--- src/rtl/seg7_pkg.sv ---
// Seven-segment glyph constants and the shared glyph-to-nibble decode.
// Pattern bits are g..a (bit6..bit0); anything outside the 16 hex glyphs is bad.
package seg7_pkg;

  localparam int SEG_W = 7;

  localparam logic [SEG_W-1:0] SEG_0 = 7'h3F;
  localparam logic [SEG_W-1:0] SEG_1 = 7'h06;
  localparam logic [SEG_W-1:0] SEG_2 = 7'h5B;
  localparam logic [SEG_W-1:0] SEG_3 = 7'h4F;
  localparam logic [SEG_W-1:0] SEG_4 = 7'h66;
  localparam logic [SEG_W-1:0] SEG_5 = 7'h6D;
  localparam logic [SEG_W-1:0] SEG_6 = 7'h7D;
  localparam logic [SEG_W-1:0] SEG_7 = 7'h07;
  localparam logic [SEG_W-1:0] SEG_8 = 7'h7F;
  localparam logic [SEG_W-1:0] SEG_9 = 7'h6F;
  localparam logic [SEG_W-1:0] SEG_A = 7'h77;
  localparam logic [SEG_W-1:0] SEG_B = 7'h7C;
  localparam logic [SEG_W-1:0] SEG_C = 7'h39;
  localparam logic [SEG_W-1:0] SEG_D = 7'h5E;
  localparam logic [SEG_W-1:0] SEG_E = 7'h79;
  localparam logic [SEG_W-1:0] SEG_F = 7'h71;

  typedef struct packed {
    logic       bad;
    logic [3:0] value;
  } glyph_t;

  typedef enum logic {
    EMIT_IDLE = 1'b0,
    EMIT_PEND = 1'b1
  } emit_state_t;

  function automatic glyph_t seg7_decode(input logic [SEG_W-1:0] seg);
    glyph_t r;
    r.bad   = 1'b0;
    r.value = 4'h0;
    case (seg)
      SEG_0:   r.value = 4'h0;
      SEG_1:   r.value = 4'h1;
      SEG_2:   r.value = 4'h2;
      SEG_3:   r.value = 4'h3;
      SEG_4:   r.value = 4'h4;
      SEG_5:   r.value = 4'h5;
      SEG_6:   r.value = 4'h6;
      SEG_7:   r.value = 4'h7;
      SEG_8:   r.value = 4'h8;
      SEG_9:   r.value = 4'h9;
      SEG_A:   r.value = 4'hA;
      SEG_B:   r.value = 4'hB;
      SEG_C:   r.value = 4'hC;
      SEG_D:   r.value = 4'hD;
      SEG_E:   r.value = 4'hE;
      SEG_F:   r.value = 4'hF;
      default: r.bad   = 1'b1;
    endcase
    return r;
  endfunction

endpackage

--- src/rtl/seg7_glyph_decode.sv ---
// Combinational glyph decoder: 7-bit segment pattern to {bad, hex nibble}.
// Zero latency; no flow control.
module seg7_glyph_decode
  import seg7_pkg::*;
(
  input  logic [6:0] seg,
  output logic       bad,
  output logic [3:0] value
);

  glyph_t dec;

  assign dec   = seg7_decode(seg);
  assign bad   = dec.bad;
  assign value = dec.value;

endmodule

--- src/rtl/seg7_display_reader.sv ---
// Reads hex digits back off a multiplexed 7-seg bus; frame valid two edges after the final locking sample.
// Sampling never stalls; a pending frame is held until out_ready, newer frames collapse to the latest.
module seg7_display_reader
  import seg7_pkg::*;
#(
  parameter int N_DIGITS      = 4,
  parameter int STABLE_CYCLES = 8,
  parameter bit ACTIVE_LOW    = 1'b0
) (
  input  logic                  clk,
  input  logic                  reset,
  input  logic [6:0]            seg_in,
  input  logic [N_DIGITS-1:0]   dig_sel,
  input  logic                  sample_en,
  output logic                  out_valid,
  input  logic                  out_ready,
  output logic [4*N_DIGITS-1:0] out_value,
  output logic [N_DIGITS-1:0]   out_bad,
  output logic                  err_sel
);

  localparam logic [7:0] STABLE_MAX = 8'(STABLE_CYCLES);

  // capture stage
  logic [6:0]          seg_fix;
  logic [N_DIGITS-1:0] sel_fix;
  logic                sel_onehot;
  logic                cap_vld;
  logic [6:0]          cap_seg;
  logic [N_DIGITS-1:0] cap_sel;

  assign seg_fix    = ACTIVE_LOW ? ~seg_in  : seg_in;
  assign sel_fix    = ACTIVE_LOW ? ~dig_sel : dig_sel;
  assign sel_onehot = $onehot(sel_fix);

  always_ff @(posedge clk) begin
    if (reset) begin
      cap_vld <= 1'b0;
      cap_seg <= '0;
      cap_sel <= '0;
      err_sel <= 1'b0;
    end else begin
      cap_vld <= sample_en && sel_onehot;
      err_sel <= sample_en && !sel_onehot;
      if (sample_en) begin
        cap_seg <= seg_fix;
        cap_sel <= sel_fix;
      end
    end
  end

  // tracking stage
  logic                  dec_bad;
  logic [3:0]            dec_value;
  logic [6:0]            cand    [N_DIGITS];
  logic [7:0]            cnt     [N_DIGITS];
  logic [7:0]            cnt_upd [N_DIGITS];
  logic [N_DIGITS-1:0]   match;
  logic [N_DIGITS-1:0]   locked;
  logic [4*N_DIGITS-1:0] com_val;
  logic [N_DIGITS-1:0]   com_bad;

  // The captured pattern is the new candidate on both branches, so one decoder serves all digits.
  seg7_glyph_decode u_dec (
    .seg   (cap_seg),
    .bad   (dec_bad),
    .value (dec_value)
  );

  always_comb begin
    for (int k = 0; k < N_DIGITS; k++) begin
      match[k]   = (cap_seg == cand[k]);
      cnt_upd[k] = 8'd1;
      if (match[k]) begin
        cnt_upd[k] = (cnt[k] == STABLE_MAX) ? cnt[k] : cnt[k] + 8'd1;
      end
    end
  end

  always_ff @(posedge clk) begin
    if (reset) begin
      for (int k = 0; k < N_DIGITS; k++) begin
        cand[k] <= '0;
        cnt[k]  <= '0;
      end
      locked  <= '0;
      com_val <= '0;
      com_bad <= '0;
    end else if (cap_vld) begin
      for (int k = 0; k < N_DIGITS; k++) begin
        if (cap_sel[k]) begin
          cand[k] <= cap_seg;
          cnt[k]  <= cnt_upd[k];
          // A fresh pattern with STABLE_CYCLES=1 locks immediately, so the lock test wins over the clear.
          if (cnt_upd[k] == STABLE_MAX) begin
            locked[k]          <= 1'b1;
            com_val[4*k +: 4]  <= dec_value;
            com_bad[k]         <= dec_bad;
          end else if (!match[k]) begin
            locked[k] <= 1'b0;
          end
        end
      end
    end
  end

  // emit / handshake; out_value doubles as the record of the last emitted frame
  emit_state_t state;
  emit_state_t state_nxt;
  logic        emitted;
  logic        frame_new;
  logic        load;

  assign frame_new = !emitted || (com_val != out_value) || (com_bad != out_bad);
  assign out_valid = (state == EMIT_PEND);

  always_comb begin
    state_nxt = state;
    load      = 1'b0;
    case (state)
      EMIT_IDLE: begin
        if ((&locked) && frame_new) begin
          state_nxt = EMIT_PEND;
          load      = 1'b1;
        end
      end
      EMIT_PEND: begin
        if (out_ready) begin
          state_nxt = EMIT_IDLE;
        end
      end
      default: state_nxt = EMIT_IDLE;
    endcase
  end

  always_ff @(posedge clk) begin
    if (reset) begin
      state     <= EMIT_IDLE;
      emitted   <= 1'b0;
      out_value <= '0;
      out_bad   <= '0;
    end else begin
      state <= state_nxt;
      if (load) begin
        emitted   <= 1'b1;
        out_value <= com_val;
        out_bad   <= com_bad;
      end
    end
  end

endmodule

--- config.mk ---
export PLATFORM = sky130hd
export DESIGN_NAME = seg7_display_reader
export DESIGN_NICKNAME = d
export VERILOG_FILES = /design/src/rtl/seg7_pkg.sv /design/src/rtl/seg7_glyph_decode.sv /design/src/rtl/seg7_display_reader.sv
export SDC_FILE = /design/constraint.sdc
export NUM_CORES = 1
export LEC_CHECK = 0
export BUFFER_PORTS_ARGS = -buffer_cell sky130_fd_sc_hd__clkbuf_2
export CAP_MARGIN = 20
export CORE_ASPECT_RATIO = 2
export CORE_MARGIN = 3
export CORE_UTILIZATION = 30
export DETAILED_ROUTE_END_ITERATION = 7
export HOLD_SLACK_MARGIN = 0.06
export PLACE_DENSITY_LB_ADDON = 0.05
export SLEW_MARGIN = 20
export SYNTH_ARGS = -nofsm -noshare
export SYNTH_HDL_FRONTEND = slang
export SYNTH_SLANG_ARGS = --single-unit
--- constraint.sdc ---
create_clock -name clk -period 3.3 [get_ports clk]
set_input_delay 0.66 -clock clk [delete_from_list [all_inputs] [get_ports clk]]
set_output_delay 0.66 -clock clk [all_outputs]
set_load 0.01 [all_outputs]
# == After elaboration in Yosys (flattened, before gate mapping) ==
# Memory sizes are Yosys's and may differ from the RTL's.
# Cells that the tools add are included.
# totals
regBits,59
mem_bits_rw,60
in_bits,15
out_inout_bits,22
elab_cells,138
mem_count,2
# classes
addsub,7
n_eq_ne,35
mux,48
n_bitwise,9
reduce_logical,17
# mem_list
name,depth,width,rd,rd_clocked_by_memory_dff,write_ports,line_no,source
cnt,4,8,4,0,4,seg7_display_reader.sv:56,logic [7:0] cnt [N_DIGITS];
cand,4,7,4,0,4,seg7_display_reader.sv:55,logic [6:0] cand [N_DIGITS];
# op_table
op,count
$mux 8,12
$eq 7x7->1 const B,12
$eq 8x4->1 const B,8
$pmux 4 s15,1
$add 8x1->8 const B,4
$mux 1,30
$eq 7x7->1,4
$mux 7,4
$reduce_and 3->1,8
$ne 16x16->1,1
$reduce_or 16->1,1
$eq 7x3->1 const B,2
$eq 7x6->1 const B,2
$ne 2x1->1 const B,4
$or 1x1->1,8
$add 1x1->2,2
$ne 4x4->1,1
$reduce_and 4->1,1
$add 2x2->3,1
$eq 3x1->1 const B,1
$logic_and 1x1->1,3
$logic_not 1->1,2
$logic_or 1x1->1,2
$pmux 1 s2,1
$not 1->1,1

# == Logic depth before layout (Yosys ltp) ==
# Gate-level depths: netlist of the first run.
# logic_depth
depth_word,6
mapped_depth,9
mapped_depth_nobuf,8

# == Hierarchy ==
# A second synthesis of the first run with hierarchy kept.
# hier_totals
cells_unflattened,621
hier_area_um2,6490.0
# by_module_without_submodules
mod,instances,cells_per_inst,area_per_inst_um2,seq_area_each_um2
seg7_display_reader,1,566,6102.1,2982.9
seg7_glyph_decode,1,55,387.9,0.0

# == Worst setup path after synthesis of the first run ==
# No wires, ideal clock.
# synth_timing
kind,register -> register
from,memory cnt[1][1]
to,register com_val[4]
setup_time_ns,0.121
t_arrival_ns,2.362
required_time_ns,3.179
setup_slack_ns,0.817
stages_incl_launch_ff,9
path_buffers,1
period_less_slack_ns,2.483
cell_sequence,edfxtp_1 ha_1 and3_4 or4_1 nand3_1 a31oi_1 or4_1 buf_6 mux2_4
# synth_lines
element,line_no,source
start: declaration,seg7_display_reader.sv:56,
end signal: indexed assignment,seg7_display_reader.sv:97,com_val[4*k +: 4] <= dec_value;
end: declaration,seg7_display_reader.sv:60,logic [4*N_DIGITS-1:0] com_val;

==> out/metrics.csv, run 1 <==
metric,value,unit
post-synth net total,648,
final WL,15800,um
critical path startpoint,cnt[1][0],
final setup margin,474,ps
final period demand of the worst path,2830,ps
setup repair after global routing missed its margin,no,
fraction of the mapped netlist area in compound gates,5.83,%
YS warnings,0,
Max-Slew Margin vs Limit,48.2,%
area added between synthesis and finish,17.9,%
count of maximum capacitance violations,0,
number of buffers between clock root and the deepest sink,2,
number of nets at the end of the flow,686,
Worst EP arrival,3130,ps
proportion of synthesized flip-flops having asynchronous set or reset,0,%
Crit Path Class,flop to flop,
synth top area cells,"sky130_fd_sc_hd__edfxtp_1 (29%), sky130_fd_sc_hd__dfxtp_1 (19%), sky130_fd_sc_hd__xnor2_1 (7.4%)",
post-route antenna net violation count,0,
total count of hold-check failures in the final report,0,
Detailed Routing Iterations Pass 1,4,
cell at the root of the clock tree,sky130_fd_sc_hd__clkbuf_16,
IO Pins,37,
area enclosed by the die boundary,22800,sq um
layout cells sized above 1,15.0,%
Top Usage Layer GRT,met2,
number of antenna violations at the first check in global routing,0,
Worst R2R Start,cnt[1][0],
Fmax,0.354,GHz
Critical Path Fanout Max,9,
depth of the most critical reg-to-reg path,7,
Adder-Cell Fraction of Synth Area,2.31,%
dominant combinational cell family by area after synthesis,simple AND/OR/NAND/NOR gates,
Post-Synth Simple-Gate Area,21.8,%
start point of the worst hold path,emitted,
Floorplan Core Area,20500,sq um
filler cell count in the final layout,2096,
XOR/XNOR share of the synthesized area,10.7,%
drc violations,0,
routed via count divided by cell count,4.79,
top cell type by total area after synthesis,sky130_fd_sc_hd__edfxtp_1,
total of cells resized after clock tree synthesis,0,
VDD IR-drop max,363,uV
global-route wire length before repair,25400,um
final core utilization,36.2,%
met2 usage in global routing,27.2,%
endpoint of the lowest-slack register-to-register path,com_val[6],
proportion of netlist area held by the largest area contributor,28.7,%
Worst R2R Setup Slack,470,ps
global placer's final weighted congestion,0.740,
residual overflow from global routing,0,
static leakage,0.00282,uW
PwrDens,515,nW/um^2
width of the die,108,um
kind of end point of the critical path,flop,
required time of the critical path,3610,ps
estimated wirelength of the detail-placed design,11600,um
# placed instances,907,
portion of the post-synthesis area used by sequential elements,47.5,%
global-route met3 utilization,3.18,%
First DRT Iteration DRCs,104,
Final setup viols,0,
vias in the first global route,4626,
startpoint type of the worst setup path,flop,
Layout Skew,5.97,ps
Initial Utilization,30.7,%
clock sink count,119,
number of buffers added by the clock tree synthesis step,17,
CTS Hold Bufs,0,
slew at the pin with the worst max-slew slack,777,ps
final cell count without fillers,939,
register clock-pin slew on the reported worst setup and hold paths,60,ps
number of buffers inserted by port buffering,36,
setup tns final,0,ps
overall global routing resource usage,14.9,%
clock latency on the worst-skew pair,420,ps
number of vias after detailed routing,4502,
register bit count reported by yosys,119,
met1 track demand over resource in global routing,16.1,%
standard-cell rows,74,
final slew viol count,0,
number of setup buffers added after CTS,0,
pre-CTS setup slack,500,ps
die height,211,um
clock tree from TritonCTS,built,
number of flops mapped to enable cells by yosys,60,
Worst Hold Class,flop to flop,
routed wirelength normalized by instance count,16.8,um
cell count after synthesis,622,
Worst Hold Margin,463,ps
multiplexer fraction of the synthesized cell area,8.38,%
commonest register cell after synthesis,sky130_fd_sc_hd__edfxtp_1,
pin count of the biggest net entering global routing,19,
Syn Std Cell Area,6280,sq um
termination of the worst setup path,com_val[6],
mean instance size in the synthesized netlist,10.1,sq um
deepest level of the CTS H-tree,4,
share of the cycle needed by the critical path after routing,85.6,%
diode insertion count for antenna repair,0,
status,completed,
distinct cell type count after synthesis,56,
critical path, stage by stage, from the launching register on:
cell                       delay, ps
sky130_fd_sc_hd__edfxtp_1        510
sky130_fd_sc_hd__ha_1            300
sky130_fd_sc_hd__and3_4          200
sky130_fd_sc_hd__or4_1           410
sky130_fd_sc_hd__nand3_1         120
sky130_fd_sc_hd__a31oi_1         100
sky130_fd_sc_hd__or4_1           720
sky130_fd_sc_hd__mux2_4          360
worst min path at each step:
stage | slack [ps] | endpoint | cells past startpoint
after global routing | 470 | cap_seg[2] | 3
after CTS | 460 | cap_seg[2] | 3
after detailed placement | 460 | emitted | 2
after floorplan | 430 | emitted | 2
after global placement | 460 | emitted | 2
final | 460 | emitted | 2
metrics by stage:
step | instance area (sq um) | total power (uW)
6_report | 7410 | 3820
2_1_floorplan | 6280 | 1820
5_1_grt | 7410 | 3980
3_5_place_dp | 6770 | 1890
4_1_cts | 7410 | 3890
3_3_place_gp | 6770 | 1890
state kept, by name, indices dropped and copies added (netlist names):
signal     count
out_bad        4
cap_vld        1
com_val       16
emitted        1
cap_seg        7
cap_sel        4
cnt           32
out_valid      1
locked         4
cand          28
com_bad        4
err_sel        1
out_value     16
where the power goes:
part | internal, uW | switching (uW)
Clock | 1280 | 675
Sequential | 1590 | 53.4
Combinational | 90.3 | 125
kinds of logic (layout without fill, tap and decap cells):
logic type,after synthesis,count (layout)
DFF,119,119
buffers and inverters,50,101
muxes,51,51
adders and majority gates,11,11
AOI/OAI and AO/OA,58,58
xor gates and xnor gates,77,77
and+or+nand+nor,256,256
per-layer routing:
metal	vias to the layer above	wire length (um)
met4	0	429
met2	74	8730
met5	-	0
met3	26	399
li1	2247	-
met1	2155	6220
cell type report:
type / count / area, sq um / share of cell area [%]
inverter: 16 / 60.1 / 0.811
sequential: 119 / 2980 / 40.3
clock buffer: 29 / 627 / 8.46
timing repair buffer: 53 / 308 / 4.15
tap: 266 / 333 / 4.49
multi-input combinational: 453 / 3080 / 41.6
clock inverter: 3 / 15.0 / 0.203
cells in the final DEF, fill, tap and decap left out, types with 3 or more instances in the layout:
master                       n
sky130_fd_sc_hd__buf_4      17
sky130_fd_sc_hd__a31oi_1     6
sky130_fd_sc_hd__nand4_1    12
sky130_fd_sc_hd__nand3_1    21
sky130_fd_sc_hd__nand2b_1   18
sky130_fd_sc_hd__mux2_2      5
sky130_fd_sc_hd__a21boi_0    4
sky130_fd_sc_hd__nand2_1    27
sky130_fd_sc_hd__or4_1       3
sky130_fd_sc_hd__a211oi_1    6
sky130_fd_sc_hd__clkbuf_16  22
sky130_fd_sc_hd__clkinv_2    3
sky130_fd_sc_hd__nor2_1     76
sky130_fd_sc_hd__and2_1     32
sky130_fd_sc_hd__o21ai_0     9
sky130_fd_sc_hd__edfxtp_1   60
sky130_fd_sc_hd__clkbuf_2   36
sky130_fd_sc_hd__inv_1      16
sky130_fd_sc_hd__nor2b_1    10
sky130_fd_sc_hd__dfxtp_1    59
sky130_fd_sc_hd__ha_1       10
sky130_fd_sc_hd__clkbuf_8    5
sky130_fd_sc_hd__a21oi_1    18
sky130_fd_sc_hd__or2_2       4
sky130_fd_sc_hd__nor3_1     16
sky130_fd_sc_hd__and3_1      9
sky130_fd_sc_hd__nand4b_1    5
sky130_fd_sc_hd__nor4_1      7
sky130_fd_sc_hd__mux2i_1    44
sky130_fd_sc_hd__or3_1       6
sky130_fd_sc_hd__xnor2_1    53
sky130_fd_sc_hd__xor2_1     24
synth_stat cells (7+ instances only):
master / count
sky130_fd_sc_hd__nor2_1: 76
sky130_fd_sc_hd__edfxtp_1: 60
sky130_fd_sc_hd__dfxtp_1: 59
sky130_fd_sc_hd__xnor2_1: 53
sky130_fd_sc_hd__mux2i_1: 44
sky130_fd_sc_hd__and2_1: 32
sky130_fd_sc_hd__nand2_1: 27
sky130_fd_sc_hd__xor2_1: 24
sky130_fd_sc_hd__nand3_1: 21
sky130_fd_sc_hd__clkbuf_1: 19
sky130_fd_sc_hd__a21oi_1: 18
sky130_fd_sc_hd__nand2b_1: 18
sky130_fd_sc_hd__inv_1: 16
sky130_fd_sc_hd__nor3_1: 16
sky130_fd_sc_hd__nand4_1: 12
sky130_fd_sc_hd__ha_1: 10
sky130_fd_sc_hd__nor2b_1: 10
sky130_fd_sc_hd__and3_1: 9
sky130_fd_sc_hd__o21ai_0: 9
sky130_fd_sc_hd__buf_2: 8
sky130_fd_sc_hd__nor4_1: 7
Note: power is estimated with default switching activity, not from simulation.
==> inputs of run 2 (changes only) <==
--- a/config.mk
+++ b/config.mk
@@ -16,4 +16,5 @@
 export SLEW_MARGIN = 20
 export SYNTH_ARGS = -nofsm -noshare
 export SYNTH_HDL_FRONTEND = slang
+export SYNTH_HIERARCHICAL = 1
 export SYNTH_SLANG_ARGS = --single-unit
==> out/metrics.csv, run 2 <==
metric,value,unit
combinational power share,6.3,%
First DRT Iteration DRCs,173,
number of buffers added by the clock tree synthesis step,17,
cell count after synthesis,621,
synth top area cells,"sky130_fd_sc_hd__edfxtp_1 (28%), sky130_fd_sc_hd__dfxtp_1 (18%), sky130_fd_sc_hd__mux2i_1 (8.0%)",
VDD IR-drop max,286,uV
drc violations,0,
CTS Hold Bufs,0,
clock latency on the worst-skew pair,420,ps
width of the die,110,um
final WL,16500,um
global placer's final weighted congestion,0.781,
IO Pins,37,
fraction of power consumed by the clock network,48.6,%
number of antenna violations at the first check in global routing,0,
Final setup viols,0,
net switching power figure,847,uW
setup tns final,0,ps
Detailed Routing Iterations Pass 1,6,
estimated wirelength of the detail-placed design,12300,um
Total Power,3630,uW
layout cells sized above 1,14.5,%
mean instance size in the synthesized netlist,10.5,sq um
Biggest register,cnt,
Worst EP arrival,2670,ps
Initial Utilization,30.7,%
area enclosed by the die boundary,23500,sq um
proportion of synthesized flip-flops having asynchronous set or reset,0,%
top cell type by total area after synthesis,sky130_fd_sc_hd__edfxtp_1,
diode insertion count for antenna repair,0,
total of cells resized after clock tree synthesis,0,
cell at the root of the clock tree,sky130_fd_sc_hd__clkbuf_16,
Layout Skew,8.57,ps
number of nets at the end of the flow,681,
routed via count divided by cell count,4.91,
most frequent cells in the layout,"sky130_fd_sc_hd__edfxtp_1 (60), sky130_fd_sc_hd__dfxtp_1 (59), sky130_fd_sc_hd__mux2i_1 (52)",
Syn Std Cell Area,6490,sq um
most frequent cell after synthesis,sky130_fd_sc_hd__edfxtp_1,
Commonest cells post-synth,"sky130_fd_sc_hd__edfxtp_1 (60), sky130_fd_sc_hd__dfxtp_1 (59), sky130_fd_sc_hd__mux2i_1 (52)",
YS warnings,6,
residual overflow from global routing,0,
die height,214,um
commonest register cell after synthesis,sky130_fd_sc_hd__edfxtp_1,
final slew viol count,0,
distinct cell type count after synthesis,67,
static leakage,0.00289,uW
required time of the critical path,3640,ps
routed wirelength normalized by instance count,17.6,um
"flip-flop count of the largest register, all copies and words added",32,
count of maximum capacitance violations,0,
register bit count reported by yosys,119,
final period demand of the worst path,2330,ps
number of flops mapped to enable cells by yosys,60,
Crit Path Class,flop to flop,
number of setup buffers added after CTS,0,
portion of the post-synthesis area used by sequential elements,46.0,%
Critical Path Fanout Max,5,
slew at the pin with the worst max-slew slack,812,ps
filler cell count in the final layout,2146,
deepest level of the CTS H-tree,4,
CP cell instances,inv_1 -> ha_1 -> and4bb_2 -> nand2_1 -> mux2i_1 -> and4_1 -> mux2i_1,
number of buffers between clock root and the deepest sink,2,
largest registers in the final layout,"cnt: 32 flops, cand: 28 flops",
total count of hold-check failures in the final report,0,
PwrDens,485,nW/um^2
register clock-pin slew on the reported worst setup and hold paths,60,ps
Floorplan Core Area,21100,sq um
switch share,23.3,%
Fmax,0.429,GHz
Flop pwr share,45.2,%
Worst Hold Class,flop to flop,
pin count of the biggest net entering global routing,32,
post-synth net total,647,
"most common cell after layout, fill and taps aside",sky130_fd_sc_hd__edfxtp_1,
standard-cell rows,75,
post-route antenna net violation count,0,
clock tree from TritonCTS,built,
clock sink count,119,
number of buffers inserted by port buffering,36,
area added between synthesis and finish,15.3,%
setup repair after global routing missed its margin,no,
delay of the slowest cell on the worst path,490,ps
Max-Slew Margin vs Limit,45.9,%
Most common cell on crit path,sky130_fd_sc_hd__mux2i_1,
share of the cycle needed by the critical path after routing,70.6,%
slowest CP cell,sky130_fd_sc_hd__and4_1,
proportion of netlist area held by the largest area contributor,27.8,%
status,completed,
Internal,2780,uW
kind of end point of the critical path,flop,
vias in the first global route,4759,
startpoint type of the worst setup path,flop,
global-route wire length before repair,26200,um
number of vias after detailed routing,4600,
overall global routing resource usage,14.8,%
[run 2: changes by cell type in the layout (fill, tap and decap cells not counted), moves of 5 or more]
cell and delta:
sky130_fd_sc_hd__nor2b_1 -10, sky130_fd_sc_hd__nor2_1 -27, sky130_fd_sc_hd__mux2_2 -5, sky130_fd_sc_hd__xnor2_1 -11, sky130_fd_sc_hd__nand2b_1 +33, sky130_fd_sc_hd__mux2i_1 +8
sky130_fd_sc_hd__or3_1 -5, sky130_fd_sc_hd__xor2_1 +9, sky130_fd_sc_hd__buf_4 -5, sky130_fd_sc_hd__a211o_1 +5
[run 2: cell families (layout without fill, tap and decap cells)]
| kind of cell | count (synthesis) | count (layout) | synth area share, % |
|---|---|---|---|
| AND/OR/NAND/NOR | 248 | 248 | 22.1 |
| AO/OA/AOI/OAI | 64 | 64 | 7.75 |
| buffers and inverters | 52 | 98 | 3.86 |
| XOR/XNOR | 75 | 75 | 10.1 |
| flip-flops | 119 | 119 | 46.0 |
| multiplexers | 52 | 52 | 8.02 |
| adder cells (fa/ha/maj) | 11 | 11 | 2.24 |
[run 2: critical path: cells and delay by family, from the launching register on]
kind | cells | cell delay, ps
AND/OR/NAND/NOR | 3 | 870
multiplexers | 2 | 570
flip-flops | 1 | 470
buffers and inverters | 1 | 170
adder cells (fa/ha/maj) | 1 | 170
[run 2: routing by layer]
| layer | global-route usage, % | vias to the layer above | part of all wire, % |
|---|---|---|---|
| li1 | - | 2267 | - |
| met1 | 15.4 | 2221 | 37 |
| met2 | 27.5 | 81 | 57 |
| met3 | 2.74 | 31 | 2.7 |
| met4 | 6.91 | 0 | 3.1 |
| met5 | 0 | - | 0 |
[run 2: area by class of cell]
type	instances	area (sq um)	area share, %
multi-input combinational	450	3260	43.6
clock buffer	24	524	7.01
timing repair buffer	48	270	3.61
clock inverter	7	37.5	0.502
sequential	119	2980	39.9
inverter	19	71.3	0.953
tap	269	337	4.50
[run 2: through the flow]
step | instance area, sq um | utilization [%] | hold WS [ps] | instances | worst slack (ps)
2_1_floorplan | 6490 | - | 426 | 621 | 1300
3_3_place_gp | 6920 | 32.8 | 439 | 905 | 988
3_5_place_dp | 6920 | 32.8 | 441 | 905 | 929
4_1_cts | 7480 | 35.4 | 450 | 936 | 916
5_1_grt | 7480 | 35.4 | 469 | 936 | 708
6_report | 7480 | 35.4 | 446 | 936 | 970
[run 2: power by group through the flow]
stage | Combinational (uW) | Sequential, uW | Clock (uW)
detailed placement | 232 | 1670 | 0
CTS | 233 | 1640 | 1810
global route | 254 | 1650 | 1870
floorplan | 181 | 1650 | 0
global placement | 229 | 1670 | 0
finish | 228 | 1640 | 1760
[run 2: final timing paths]
path / start / endpoint / slack, ps / cells after the start
min reg2reg: emitted / emitted / 450 / 2
min: emitted / emitted / 450 / 2
max: cnt[1][0] / com_val[4] / 970 / 7
max reg2reg: cnt[1][0] / com_val[4] / 970 / 7
